$ cat config.mk
export PLATFORM = sky130hd
export DESIGN_NAME = token_accumulator
export DESIGN_NICKNAME = d
export VERILOG_FILES = /design/src/rtl/token_accumulator.sv
export SDC_FILE = /design/constraint.sdc
export NUM_CORES = 1
export LEC_CHECK = 0
export BUFFER_PORTS_ARGS = -buffer_cell sky130_fd_sc_hd__buf_2
export CAP_MARGIN = 15
export CORE_MARGIN = 2
export CORE_UTILIZATION = 40
export CTS_CLUSTER_SIZE = 16
export DETAILED_ROUTE_END_ITERATION = 16
export GPL_ROUTABILITY_DRIVEN = 0
export PLACE_DENSITY = 0.67
export SLEW_MARGIN = 40
export SYNTH_ARGS = -nofsm -noshare
export SYNTH_HDL_FRONTEND = slang
export SYNTH_SLANG_ARGS = --single-unit
$ cat constraint.sdc
create_clock -name clk -period 8.9 [get_ports clk]
set_input_delay 1.78 -clock clk [delete_from_list [all_inputs] [get_ports clk]]
set_output_delay 1.78 -clock clk [all_outputs]
set_load 0.05 [all_outputs]
$ cat src/rtl/token_accumulator.sv
// Coin-style credit accumulator: debounced key presses add credit, vend at a price
// threshold, cancel refunds. Keys are sampled on a slow tick to reject switch bounce.
module token_accumulator #(
  parameter int N_KEYS     = 4,
  parameter int STEP       = 4,
  parameter int PRICE      = 20,
  parameter int MAX_CREDIT = 99,
  parameter int AUTO_VEND  = 1,
  parameter int TICK_DIV   = 21,
  localparam int CW        = $clog2(MAX_CREDIT + 1)
) (
  input  logic              clk,
  input  logic              reset,
  input  logic [N_KEYS-1:0] keys,
  output logic [CW-1:0]     credit,
  output logic [3:0]        credit_tens,
  output logic [3:0]        credit_ones,
  output logic              vend,
  output logic              refund,
  output logic              ovf,
  output logic              tick
);

  localparam int SW = CW + 4;

  typedef enum logic [1:0] {IDLE, APPLY, HELD} state_t;

  state_t              state;
  logic [N_KEYS-1:0]   sync1;
  logic [N_KEYS-1:0]   sync2;
  logic [N_KEYS-1:0]   sample;
  logic [TICK_DIV-1:0] cnt;
  logic                armed;

  logic [2:0]          key_idx;
  logic [SW-1:0]       deposit;
  logic [SW-1:0]       sum;
  logic [SW-1:0]       vend_rem;
  logic                sum_over;
  logic                rem_over;
  logic                do_vend;
  logic [CW-1:0]       sum_clamped;
  logic [CW-1:0]       rem_clamped;
  logic                press;
  logic [7:0]          credit_ext;

  assign tick = &cnt;

  // armed stays low after reset until an all-zero sample is seen, so a key held
  // through reset deassertion cannot masquerade as a fresh press.
  assign press = tick && armed && (sample == '0) && (sync2 != '0);

  always_comb begin
    key_idx = '0;
    for (int i = 1; i < N_KEYS; i++) begin
      if (sync2[i]) key_idx = 3'(i);
    end
  end

  always_comb begin
    deposit     = SW'(key_idx) * SW'(STEP);
    sum         = SW'(credit) + deposit;
    vend_rem    = sum - SW'(PRICE);
    sum_over    = sum > SW'(MAX_CREDIT);
    rem_over    = vend_rem > SW'(MAX_CREDIT);
    do_vend     = (AUTO_VEND != 0) && (sum >= SW'(PRICE));
    sum_clamped = sum_over ? CW'(MAX_CREDIT) : sum[CW-1:0];
    rem_clamped = rem_over ? CW'(MAX_CREDIT) : vend_rem[CW-1:0];
  end

  assign credit_ext  = 8'(credit);
  assign credit_tens = 4'(credit_ext / 8'd10);
  assign credit_ones = 4'(credit_ext % 8'd10);

  always_ff @(posedge clk or posedge reset) begin
    if (reset) begin
      state  <= IDLE;
      sync1  <= '0;
      sync2  <= '0;
      sample <= '0;
      cnt    <= '0;
      armed  <= 1'b0;
      credit <= '0;
      vend   <= 1'b0;
      refund <= 1'b0;
      ovf    <= 1'b0;
    end else begin
      sync1  <= keys;
      sync2  <= sync1;
      cnt    <= cnt + 1'b1;
      vend   <= 1'b0;
      refund <= 1'b0;

      if (tick) begin
        sample <= sync2;
        if (sync2 == '0) armed <= 1'b1;
      end

      // The event is applied on the tick edge itself; APPLY is the cycle in
      // which the resulting vend/refund pulse is visible.
      case (state)
        IDLE: begin
          if (press) begin
            state <= APPLY;
            if (key_idx == '0) begin
              credit <= '0;
              ovf    <= 1'b0;
              refund <= (credit != '0);
            end else if (do_vend) begin
              credit <= rem_clamped;
              vend   <= 1'b1;
              if (rem_over) ovf <= 1'b1;
            end else begin
              credit <= sum_clamped;
              if (sum_over) ovf <= 1'b1;
            end
          end
        end
        APPLY: state <= HELD;
        HELD: begin
          if (tick && (sync2 == '0)) state <= IDLE;
        end
        default: state <= IDLE;
      endcase
    end
  end

endmodule

* Word level (Yosys, flattened, before mapping)
Cells that the tools add are included.
** Word-level totals
- Bits in registers :: 46
- Latch bits :: 0
- RAM bits :: 0
- Memory bits (read-only) :: 0
- Input port bits :: 6
- Output and inout bits :: 19
- Logic and storage cells :: 60
- Memories kept :: 0
** Operators by class
- $add $sub $neg :: 3
- Multiply operators :: 0
- Divide/modulo/power cells :: 2
- Order comparisons :: 3
- Equality and inequality tests :: 5
- Shifts and indexed selects :: 0
- Multiplexer cells :: 21
- Bitwise operators :: 0
- Reductions and logical operators :: 16
** Operators by type and width (count)
- $mux W7 :: 4
- $reduce_and A22 Y1 :: 1
- $add A21 B1 Y21 const B :: 1
- $reduce_and A21 Y1 :: 1
- $mux W1 :: 12
- $gt A11 B7 Y1 const B :: 1
- $sub A8 B5 Y9 const B :: 1
- $add A7 B5 Y8 :: 1
- $div A7 B4 Y8 const B :: 1
- $ge A8 B5 Y1 const B :: 1
- $gt A8 B7 Y1 const B :: 1
- $logic_not A4 Y1 :: 2
- $mod A7 B4 Y8 const B :: 1
- $reduce_bool A7 Y1 :: 1
- $mux W2 :: 3
- $pmux W2 S3 :: 1
- $logic_and A1 B1 Y1 :: 4
- $ne A2 B2 Y1 const B :: 2
- $reduce_and A2 Y1 :: 2
- $reduce_and A4 Y1 :: 1
- $reduce_bool A4 Y1 :: 1
- $logic_not A3 Y1 :: 1
- $mux W3 :: 1
- $ne A3 B2 Y1 const B :: 1
- other kinds (4) :: 4

* Depth between registers and ports, before layout
Gate-level depths: netlist of the first run.
- Word-level depth :: 9
- Gate-level depth with buffers :: 13
- Gate-level depth less buffers :: 12

* Least setup slack after synthesis of the first run
Ideal clock, no wire load.
- Kind :: reg2out
- From :: register credit[4]
- To :: output port credit_ones[1]
- Arrival :: 3.037 ns
- Data required time :: 7.120 ns
- Setup slack :: 4.083 ns
- Cell stages (with the launch flop) :: 9
- Buffers on the path :: 2
- Path through :: dfrtp_1 > buf_4 > buf_4 > nor2b_1 > o21ai_0 > nand2_1 > a221oi_1 > o211ai_1 > xnor2_1
** On the way
- Word-level cells in the longest chain between the ends :: 1
** Ends and longest elaborated chain
- start, declared :: line 15 : output logic [CW-1:0] credit,
- start signal, assigned :: line 110 : credit <= rem_clamped;
- start signal, assigned :: line 114 : credit <= sum_clamped;
- $mod A7 B4 Y8 :: line 73 : assign credit_ones = 4'(credit_ext % 8'd10);
- end, declared :: line 17 : output logic [3:0] credit_ones,
Every way passes these cells.

* Worst setup path after layout of the first run
Same ends and word-level chain as after synthesis.

==> metrics.yaml, run 1 <==
worst_setup_path:
  path_buf_inv: 1
  crit_cells: 6
  cp_data_arrival_time_ns: 2.32
  path_cells: "nor2b_1 > nor3b_1 > a221oi_1 > o211ai_1 > xnor2_1 > buf_2"
  rr_worst_depth: 10
  critPathKind: "flop to output port"
  r2r-start: "credit[2]$_DFFE_PP0P_"
  cp-startpoint: "credit[4]$_DFFE_PP0P_"
  start_kind: "flop"
  required_ns: 7.12
  end_kind: "output port"
  cpMaxStageDelayCell: "dfrtp_2"
  critPathMaxStageDelay_ns: 0.72
  endpoint: "credit_ones[1]"
  critPathTopFamily: "flip-flops"
  reg2reg_slack_ns: 5.42
  path_max_fanout: 30
  rr_endpoint: "credit[2]$_DFFE_PP0P_"
flow_run:
  cap_violations: 0
logic_synthesis:
  synth_cells: 284
  synth_edf_count: 0
  synth.most_common_cell: "dfrtp_1"
  synth_top_area_share_pct: 40.72
  yosysTopAreaCell: "dfrtp_1"
  yosys-top-cells-area: "dfrtp_1 (41%), xnor2_1 (5.7%), nand2_1 (4.2%)"
  async_flop_share_pct: 100.0
  ys_top_cells_by_count: "dfrtp_1 (45), nand2_1 (31), xnor2_1 (18)"
  synth-seq-cells: 45
  ys.flop_type: "dfrtp_1"
  avgSynthCellArea_um2: 9.736
  ys_seq_area_share_pct: 40.72
  syn_nets: 296
  synth_cell_types: 65
  ys_warn_count: 0
  netlist_area_um2: 2765
placed_design:
  placed_cells: 373
  hpwl_um: 3770
  port_buffers: 24
global_routing:
  globalRoute.totalOverflow: 0
  grt_max_degree: 46
  grt_pass1_vias: 1951
  antenna_found_initial: 0
  grt_usage_pct: 14.67
  grt_pass1_wl_um: 8928
sta:
  slew_viol_final: 0
  setup_tns_ns: 0
  tightest_slew_ns: 0.7686
  max_freq_mhz: 244.0
  finalSetupViolCount: 0
  slew_headroom_pct: 48.76
  fin_crit_sh_pct: 46.06
  skew_ns: 0.005949
  rsz0062_at_grt: "false"
  min_period_ns: 4.099
  finalHoldViolCount: 0
  fin_hold_ws_ns: 0.3499
cells_and_area:
  fin_cells: 381
  syn_to_final_growth_pct: 8.009
  drive_gt1_share_pct: 18.27
  layout.nets: 312
  antenna_cells: 0
  final_util_pct: 44.20
hold_path:
  min_path_type: "flop to flop"
die:
  die_h_um: 87.15
  ios: 25
  start_util_pct: 40.93
  rows: 30
  die_area_um2: 7594
  die_w_um: 87.15
  core_um2: 6756
route:
  initialDrtViolationCount: 161
  drcViolationCount: 0
  drtPass1Iterations: 4
  wl_um: 5248
  antenna_left: 0
  drt-vias-per-instance: 5.501
  wl_per_cell_um: 13.77
  vias: 2096
clock_network:
  cts_tree: "done"
  h-tree-depth: 2
  clock-sinks: 45
  cts_resized: 0
  numCtsBuffers: 5
  clk_latency_ns: 0.28
  cts.root.buffer_cell: "clkbuf_8"
  hold_buffers: 0
  path_clk_slew_ns: 0.08
  clockBufferDepth: 2
  postCtsSetupRepairBufs: 0
pwr:
  power.leakage_uw: 0.001369
  vdd.ir_drop.worst_v: 0.00007946
  cellPowerDensity_nw_per_um2: 112.1
status:
  outcome: "complete, no violations"
## layout by cell type, fill, tap and decap left out, types with 7 or more instances in the layout
| cell type | synthesis | layout |
|---|---|---|
| buf_2 | 5 | 24 |
| dfrtp_1 | 45 | 43 |
| inv_1 | 12 | 11 |
| nand2_1 | 31 | 31 |
| nand2b_1 | 7 | 7 |
| nand3_1 | 15 | 15 |
| nor2_1 | 13 | 13 |
| o21ai_0 | 16 | 16 |
| o31ai_1 | 7 | 7 |
| xnor2_1 | 18 | 18 |
## state kept, by name (all words and copies together), names as in the netlist
name    flops
cnt        21
sync2       4
refund      1
sample      4
credit      6
state       2
vend        1
sync1       4
armed       1
ovf         1
## power by group
group	total [uW]	internal, uW	switching (uW)
registers	207	206	0.948
clock network	116	55.8	59.8
logic	12.1	3.83	8.26
total	335	266	69.0
## worst min path at each step
stage / start / to / cells after the start
6_report: sync1[2]$_DFF_PP0_ / sync2[2]$_DFF_PP0_ / 0
5_1_grt: sync1[3]$_DFF_PP0_ / sync2[3]$_DFF_PP0_ / 0
4_1_cts: sync1[2]$_DFF_PP0_ / sync2[2]$_DFF_PP0_ / 0
3_5_place_dp: sync1[2]$_DFF_PP0_ / sync2[2]$_DFF_PP0_ / 0
3_3_place_gp: sync1[2]$_DFF_PP0_ / sync2[2]$_DFF_PP0_ / 0
2_1_floorplan: sync1[0]$_DFF_PP0_ / sync2[0]$_DFF_PP0_ / 0
## logic make-up (layout without fill, tap and decap cells)
| logic type | count (synthesis) | after routing | synth area share [%] |
|---|---|---|---|
| compound gates | 61 | 61 | 16.97 |
| fa+ha+maj | 6 | 6 | 2.986 |
| xor+xnor | 24 | 24 | 7.873 |
| flops | 45 | 45 | 40.72 |
| buf+inv | 29 | 46 | 5.022 |
| simple gates | 112 | 112 | 23.26 |
| mux | 7 | 7 | 3.167 |
## metal layers
metal / vias up / global-route usage, % / part of all wire [%]
met5: - / 0 / 0
met4: 0 / 3.916 / 0.46
met3: 2 / 2.938 / 4.4
met2: 54 / 22.90 / 45
met1: 983 / 20.89 / 50
li1: 1057 / - / -
## layout make-up
class                           instances  area [um^2]
Tap cell                               80        100.1
Multi-Input combinational cell        210         1500
Timing Repair Buffer                   25        127.6
Inverter                               13        50.05
Fill cell                             664         3770
Sequential cell                        45         1129
Clock buffer                            8        80.08
## stage by stage
| step | setup WS, ns | total power, uW | cell area (um^2) |
|---|---|---|---|
| 4_1_cts | 4.801 | 340.3 | 2987 |
| 6_report | 4.801 | 334.8 | 2987 |
| 3_5_place_dp | 5.119 | 223.6 | 2907 |
| 2_1_floorplan | 4.084 | 219.4 | 2765 |
| 3_3_place_gp | 4.863 | 223.4 | 2904 |
| 5_1_grt | 4.524 | 351.4 | 2987 |
Note: power is estimated with default switching activity, not from simulation.
==> inputs of run 2 (changes only) <==
--- a/config.mk
+++ b/config.mk
@@ -5,6 +5,7 @@
 export SDC_FILE = /design/constraint.sdc
 export NUM_CORES = 1
 export LEC_CHECK = 0
+export ABC_AREA = 1
 export BUFFER_PORTS_ARGS = -buffer_cell sky130_fd_sc_hd__buf_2
 export CAP_MARGIN = 15
 export CORE_MARGIN = 2
@@ -12,7 +13,7 @@
 export CTS_CLUSTER_SIZE = 16
 export DETAILED_ROUTE_END_ITERATION = 16
 export GPL_ROUTABILITY_DRIVEN = 0
-export PLACE_DENSITY = 0.67
+export PLACE_DENSITY = 0.68
 export SLEW_MARGIN = 40
 export SYNTH_ARGS = -nofsm -noshare
 export SYNTH_HDL_FRONTEND = slang
==> constraint.sdc (replaced) <==
create_clock -name clk -period 4.13 [get_ports clk]
set_input_delay 0.826 -clock clk [delete_from_list [all_inputs] [get_ports clk]]
set_output_delay 0.826 -clock clk [all_outputs]
set_load 0.05 [all_outputs]
==> metrics.yaml, run 2 <==
status:
  outcome: "complete, no violations"
route:
  drt-vias-per-instance: 4.633  # -16%
  wl_um: 4558  # -13%
  vias: 1909  # -8.9%
  wl_per_cell_um: 11.06  # -20%
  drcViolationCount: 0  # unchanged
  antenna_left: 0  # unchanged
  drtPass1Iterations: 4  # unchanged
  initialDrtViolationCount: 143  # -11%
worst_setup_path:
  required_ns: 3.30  # -3.82 ns
  critPathKind: "flop to output port"
  reg2reg_slack_ns: 1.40  # -4.02 ns
  cpMaxStageDelayCell: "dfrtp_1"
  critPathMostFrequentCell: "nand2_2"
  end_kind: "output port"
  critPathTopFamily: "simple AND/OR/NAND/NOR gates"
  critPathMaxStageDelay_ns: 0.48  # -0.24 ns
  start_kind: "flop"
  path_cells: "nor2_1 > nand2_2 > nand3_1 > nand3_2 > nand2_2 > nand3_1 > nand3_2 > nand2_2 > nand2_2 > nand2_1 > nand2_1 > buf_2"
  cp_data_arrival_time_ns: 2.32  # about the same
  path_buf_inv: 1  # unchanged
  path_max_fanout: 8  # -73%
hold_path:
  min_path_type: "flop to flop"
die:
  die_area_um2: 6974  # -8.2%
  die_h_um: 83.51  # -4.2%
  start_util_pct: 41.96  # +1.0 points
  die_w_um: 83.51  # -4.2%
  core_um2: 6026  # -11%
  rows: 28  # -6.7%
  ios: 25  # unchanged
logic_synthesis:
  ys_seq_area_share_pct: 44.53  # +3.8 points
  ys_warn_count: 0  # unchanged
  ys.flop_type: "dfrtp_1"
  synth_edf_count: 0  # unchanged
  synth_cells: 306  # +7.7%
  synth-seq-cells: 45  # unchanged
  async_flop_share_pct: 100.0  # unchanged
  syn_nets: 318  # +7.4%
  synth_top_area_share_pct: 44.53  # +3.8 points
  yosys-top-cells-area: "dfrtp_1 (45%), nand2_1 (12%), nand3_1 (5.7%)"
  synth.most_common_cell: "nand2_1"
  ys_top_cells_by_count: "nand2_1 (84), dfrtp_1 (45), inv_1 (33)"
  avgSynthCellArea_um2: 8.264  # -15%
  yosysTopAreaCell: "dfrtp_1"
  netlist_area_um2: 2529  # -8.6%
  synth_cell_types: 34  # -48%
global_routing:
  grt_pass1_vias: 1875  # -3.9%
  globalRoute.totalOverflow: 0  # unchanged
  grt_usage_pct: 14.09  # -0.58 points
  grt_pass1_wl_um: 8135  # -8.9%
  grt_max_degree: 46  # unchanged
  antenna_found_initial: 0  # unchanged
clock_network:
  cts.root.buffer_cell: "clkbuf_8"
  hold_buffers: 0  # unchanged
  h-tree-depth: 2  # unchanged
  numCtsBuffers: 5  # unchanged
  cts_resized: 0  # unchanged
  cts_tree: "done"
  clock-sinks: 45  # unchanged
  clk_latency_ns: 0.30  # +0.02 ns
  clockBufferDepth: 2  # unchanged
  postCtsSetupRepairBufs: 0  # unchanged
  path_clk_slew_ns: 0.09  # about the same
cells_and_area:
  fin_cells: 412  # +8.1%
  layout.nets: 348  # +12%
  antenna_cells: 0  # unchanged
  drive_gt1_share_pct: 21.07  # +2.8 points
  largest-register: "cnt"
  mostFrequentLayoutCells: "nand2_1 (84), dfrtp_1 (45), inv_1 (32)"
  syn_to_final_growth_pct: 12.77
  final_common_cell: "nand2_1"
  biggestRegsByFlops: "cnt x21, credit x6"
  final_util_pct: 47.32  # +3.1 points
  largest_reg_flops: 21  # unchanged
pwr:
  vdd.ir_drop.worst_v: 0.0002313  # +190%
  power.leakage_uw: 0.001466  # +7.1%
  cellPowerDensity_nw_per_um2: 283.6  # +150%
sta:
  min_period_ns: 3.148
  setup_tns_ns: 0  # unchanged
  max_freq_mhz: 317.7
  finalSetupViolCount: 0  # unchanged
  fin_crit_sh_pct: 76.21
  fin_hold_ws_ns: 0.3540  # +0.004091 ns
  skew_ns: 0.004730  # -0.001219 ns
  rsz0062_at_grt: "false"
  tightest_slew_ns: 0.5456  # -0.2230 ns
  slew_headroom_pct: 63.63  # +15 points
  finalHoldViolCount: 0  # unchanged
  slew_viol_final: 0  # unchanged
placed_design:
  placed_cells: 404  # +8.3%
  port_buffers: 24  # unchanged
  hpwl_um: 3528  # -6.4%
flow_run:
  cap_violations: 0  # unchanged
## run 2: path summary, 6_finish.rpt
check | from | to | cells past startpoint
max | credit[4]$_DFFE_PP0P_ | credit_ones[1] | 12
min | sync1[3]$_DFF_PP0_ | sync2[3]$_DFF_PP0_ | 0
max reg2reg | sync2[2]$_DFF_PP0_ | ovf$_DFFE_PP0P_ | 14
min reg2reg | sync1[3]$_DFF_PP0_ | sync2[3]$_DFF_PP0_ | 0
max in group asynchronous | reset | credit[3]$_DFFE_PP0P_ | 3
min in group asynchronous | reset | cnt[11]$_DFF_PP0_ | 3
## run 2: area by class of cell
type | instances | area, um^2
clock buffers | 5 | 68.82
inverters | 41 | 153.9
multi-input cells | 218 | 1234
repair buffers | 25 | 127.6
flip-flops and latches | 45 | 1126
clock inverters | 3 | 47.55
well taps | 75 | 93.84
fillers | 598 | 3174
## run 2: logic make-up (layout without fill, tap and decap cells)
family / after synthesis / after routing / share of synthesized area, %
buf+inv: 43 / 74 / 6.680
xor+xnor: 18 / 18 / 6.234
flops: 45 / 45 / 44.53
compound gates: 19 / 19 / 4.601
fa+ha+maj: 6 / 6 / 3.266
simple gates: 175 / 175 / 34.69
## run 2: per-layer routing
metal / GRT usage, % / wire length (um)
met5: 0 / 0
met1: 19.04 / 2374
met4: 4.399 / 59
met2: 22.14 / 1976
met3: 3.858 / 148
## run 2: worst reg2reg max path, delay by kind of cell, from the launching register on
family                     cells  cell delay [ns]
and+or+nand+nor                9             1.00
DFF                            1             0.41
adders and majority gates      3             0.94
buffers and inverters          1             0.06
AOI/OAI and AO/OA              1             0.21
## run 2: metrics by stage
step / setup slack, ns / power (uW) / area, um^2
global route: 0.7707 / 845.8 / 2851
floorplan: 0.7209 / 468.9 / 2529
finish: 0.9825 / 808.6 / 2851
detailed placement: 1.304 / 477.1 / 2735
CTS: 0.9749 / 817.4 / 2851
global placement: 1.373 / 476.4 / 2735
## run 2: power breakdown
part	leakage (uW)	switching, uW	internal, uW	total (uW)
combinational	0.000811	15.7	5.75	21.4
clock	0.0000591	157	185	341
sequential	0.000596	1.88	444	446
total	0.00147	174	634	809
==> inputs of run 3 (changes only) <==
--- a/config.mk
+++ b/config.mk
@@ -5,7 +5,7 @@
 export SDC_FILE = /design/constraint.sdc
 export NUM_CORES = 1
 export LEC_CHECK = 0
-export ABC_AREA = 1
+export ABC_AREA = 0
 export BUFFER_PORTS_ARGS = -buffer_cell sky130_fd_sc_hd__buf_2
 export CAP_MARGIN = 15
 export CORE_MARGIN = 2
@@ -13,7 +13,7 @@
 export CTS_CLUSTER_SIZE = 16
 export DETAILED_ROUTE_END_ITERATION = 16
 export GPL_ROUTABILITY_DRIVEN = 0
-export PLACE_DENSITY = 0.68
+export PLACE_DENSITY = 0.67
 export SLEW_MARGIN = 40
 export SYNTH_ARGS = -nofsm -noshare
 export SYNTH_HDL_FRONTEND = slang
==> constraint.sdc (replaced) <==
create_clock -name clk -period 3.1 [get_ports clk]
set_input_delay 0.62 -clock clk [delete_from_list [all_inputs] [get_ports clk]]
set_output_delay 0.62 -clock clk [all_outputs]
set_load 0.05 [all_outputs]
==> metrics.yaml, run 3 (same netlist as run 1, synthesis figures left out) <==
status:
  outcome: "complete, no violations"
route:
  drt-vias-per-instance: 5.499  # +19%
  wl_um: 5374  # +18%
  drcViolationCount: 0  # unchanged
  antenna_left: 0  # unchanged
  initialDrtViolationCount: 171  # +20%
  vias: 2161  # +13%
  wl_per_cell_um: 13.67  # +24%
  drtPass1Iterations: 4  # unchanged
sta:
  skew_ns: 0.01115  # +0.006422 ns
  min_period_ns: 2.997
  tightest_slew_ns: 0.6799  # +0.1343 ns
  slew_viol_final: 0  # unchanged
  setup_tns_ns: 0  # unchanged
  fin_ws_ns: 0.1026  # -0.8798 ns
  fin_crit_sh_pct: 96.69
  slew_headroom_pct: 54.32  # -9.3 points
  finalHoldViolCount: 0  # unchanged
  finalSetupViolCount: 0  # unchanged
  rsz0062_at_grt: "true"
  max_freq_mhz: 333.6
worst_setup_path:
  reg2reg_slack_ns: 0.10  # -1.30 ns
  crit_cells: 11  # -1
  cp-startpoint: "sync2[1]$_DFF_PP0_"
  r2r-start: "sync2[1]$_DFF_PP0_"
  path_cells: "a21o_1 > ha_1 > inv_1 > fa_2 > ha_1 > nor3b_2 > o21ai_0 > a22o_1 > a32o_1 > nor3_1 > a2bb2oi_1"
  endpoint: "credit[3]$_DFFE_PP0P_"
  rr_worst_depth: 11  # -3
  rr_endpoint: "credit[3]$_DFFE_PP0P_"
  required_ns: 3.31  # about the same
  cpMaxStageDelayCell: "fa_2"
  path_max_fanout: 4  # -4
  cp_data_arrival_time_ns: 3.21  # +0.89 ns
  critPathTopFamily: "adder cells"
  critPathMaxStageDelay_ns: 0.47  # about the same
  end_kind: "flop"
  critPathMostFrequentCell: "ha_1"
  start_kind: "flop"
  path_buf_inv: 1  # unchanged
  critPathKind: "flop to flop"
global_routing:
  grt_pass1_vias: 2017  # +7.6%
  grt_usage_pct: 15.13  # +1.0 points
  antenna_found_initial: 0  # unchanged
  globalRoute.totalOverflow: 0  # unchanged
  grt_max_degree: 26  # -43%
  grt_pass1_wl_um: 9363  # +15%
die:
  die_area_um2: 7594  # +8.9%
  ios: 25  # unchanged
  rows: 30  # +7.1%
  die_h_um: 87.15  # +4.4%
  start_util_pct: 40.93  # -1.0 points
  die_w_um: 87.15  # +4.4%
  core_um2: 6756  # +12%
placed_design:
  dp_slack_ns: 0.05498  # -1.249 ns
  hpwl_um: 3934  # +11%
  placed_cells: 382  # -5.4%
  port_buffers: 24  # unchanged
hold_path:
  min_path_type: "input port to asynchronous set/reset pin"
cells_and_area:
  final_common_cell: "dfrtp_1"
  largest-register: "cnt"
  layout.nets: 324  # -6.9%
  largest_reg_flops: 21  # unchanged
  drive_gt1_share_pct: 25.24  # +4.2 points
  antenna_cells: 0  # unchanged
  fill_cells: 654  # +9.4%
  biggestRegsByFlops: "cnt x21, credit x6"
  mostFrequentLayoutCells: "dfrtp_1 (41), nand2_1 (30), buf_2 (24)"
  syn_to_final_growth_pct: 13.08
  fin_cells: 393  # -4.6%
clock_network:
  path_clk_slew_ns: 0.09  # about the same
  cts_tree: "done"
  clk_latency_ns: 0.29  # about the same
  numCtsBuffers: 5  # unchanged
  clockBufferDepth: 2  # unchanged
  cts.root.buffer_cell: "clkbuf_8"
  clock-sinks: 45  # unchanged
  hold_buffers: 0  # unchanged
  h-tree-depth: 2  # unchanged
pwr:
  cellPowerDensity_nw_per_um2: 317.2  # +12%
  power.leakage_uw: 0.001447  # -1.3%
  vdd.ir_drop.worst_v: 0.0002793  # +21%
flow_run:
  cap_violations: 0  # unchanged
run 3: changes by cell type in the layout (fill, tap and decap cells not counted), sizes merged, moves of 8 or more:
cell / previous run / this run
nor2: 26 / 13
xnor2: 6 / 19
nand2b: 0 / 8
buf: 25 / 37
o31ai: 0 / 8
nand3: 33 / 16
nand2: 96 / 31
inv: 41 / 12
run 3: worst reg2reg max path, stage by stage, from the launching register on:
cell and delay (ns):
dfrtp_1 0.41, a21o_1 0.19, ha_1 0.21, inv_1 0.08, fa_2 0.47, ha_1 0.34, nor3b_2 0.24, o21ai_0 0.11
a22o_1 0.23, a32o_1 0.28, nor3_1 0.19, a2bb2oi_1 0.18
run 3: report_power, final:
group,internal [uW],total (uW),switching (uW)
clock,160,360,200
combinational,13.1,37.2,24.1
sequential,592,594,2.74
total,765,992,227
run 3: worst min-delay path by stage:
stage / end / slack (ns) / cells past startpoint
2_1_floorplan: sync2[0]$_DFF_PP0_ / 0.33 / 0
3_3_place_gp: sync2[2]$_DFF_PP0_ / 0.33 / 0
3_5_place_dp: sync2[3]$_DFF_PP0_ / 0.34 / 0
4_1_cts: cnt[18]$_DFF_PP0_ / 0.30 / 2
5_1_grt: cnt[18]$_DFF_PP0_ / 0.30 / 2
6_report: cnt[18]$_DFF_PP0_ / 0.29 / 2
run 3: cell type report:
class | count | area (um^2) | share of cell area [%]
Timing Repair Buffer | 37 | 217.7 | 6.963
Inverter | 13 | 51.30 | 1.641
Clock buffer | 5 | 68.82 | 2.201
Multi-Input combinational cell | 210 | 1536 | 49.14
Sequential cell | 45 | 1131 | 36.17
Tap cell | 80 | 100.1 | 3.201
Clock inverter | 3 | 21.27 | 0.6803
run 3: layer usage:
layer  global-route usage, %  up-vias  routed length, um
met2                   23.80       53               2479
met5                       0        -                  0
met4                   2.937        0                 18
met1                   21.90     1037               2605
met3                   2.938        2                272
li1                        -     1069                  -
run 3: what timing repair did:
| action | 4_1_cts | 5_1_grt |
|---|---|---|
| gates resized for setup | 0 | 4 |
| setup endpoints to repair | 0 | 6 |
| setup buffers | 0 | 3 |
run 3: through the flow:
step | hold WS (ns) | cell area [um^2] | utilization, % | power (uW)
CTS | 0.2999 | 3092 | 45.76 | 1002
finish | 0.2900 | 3127 | 46.28 | 991.8
global placement | 0.3318 | 3000 | 44.41 | 640.7
floorplan | 0.3312 | 2798 | - | 629.9
global route | 0.2999 | 3127 | 46.28 | 1041
detailed placement | 0.3358 | 3002 | 44.43 | 641.9
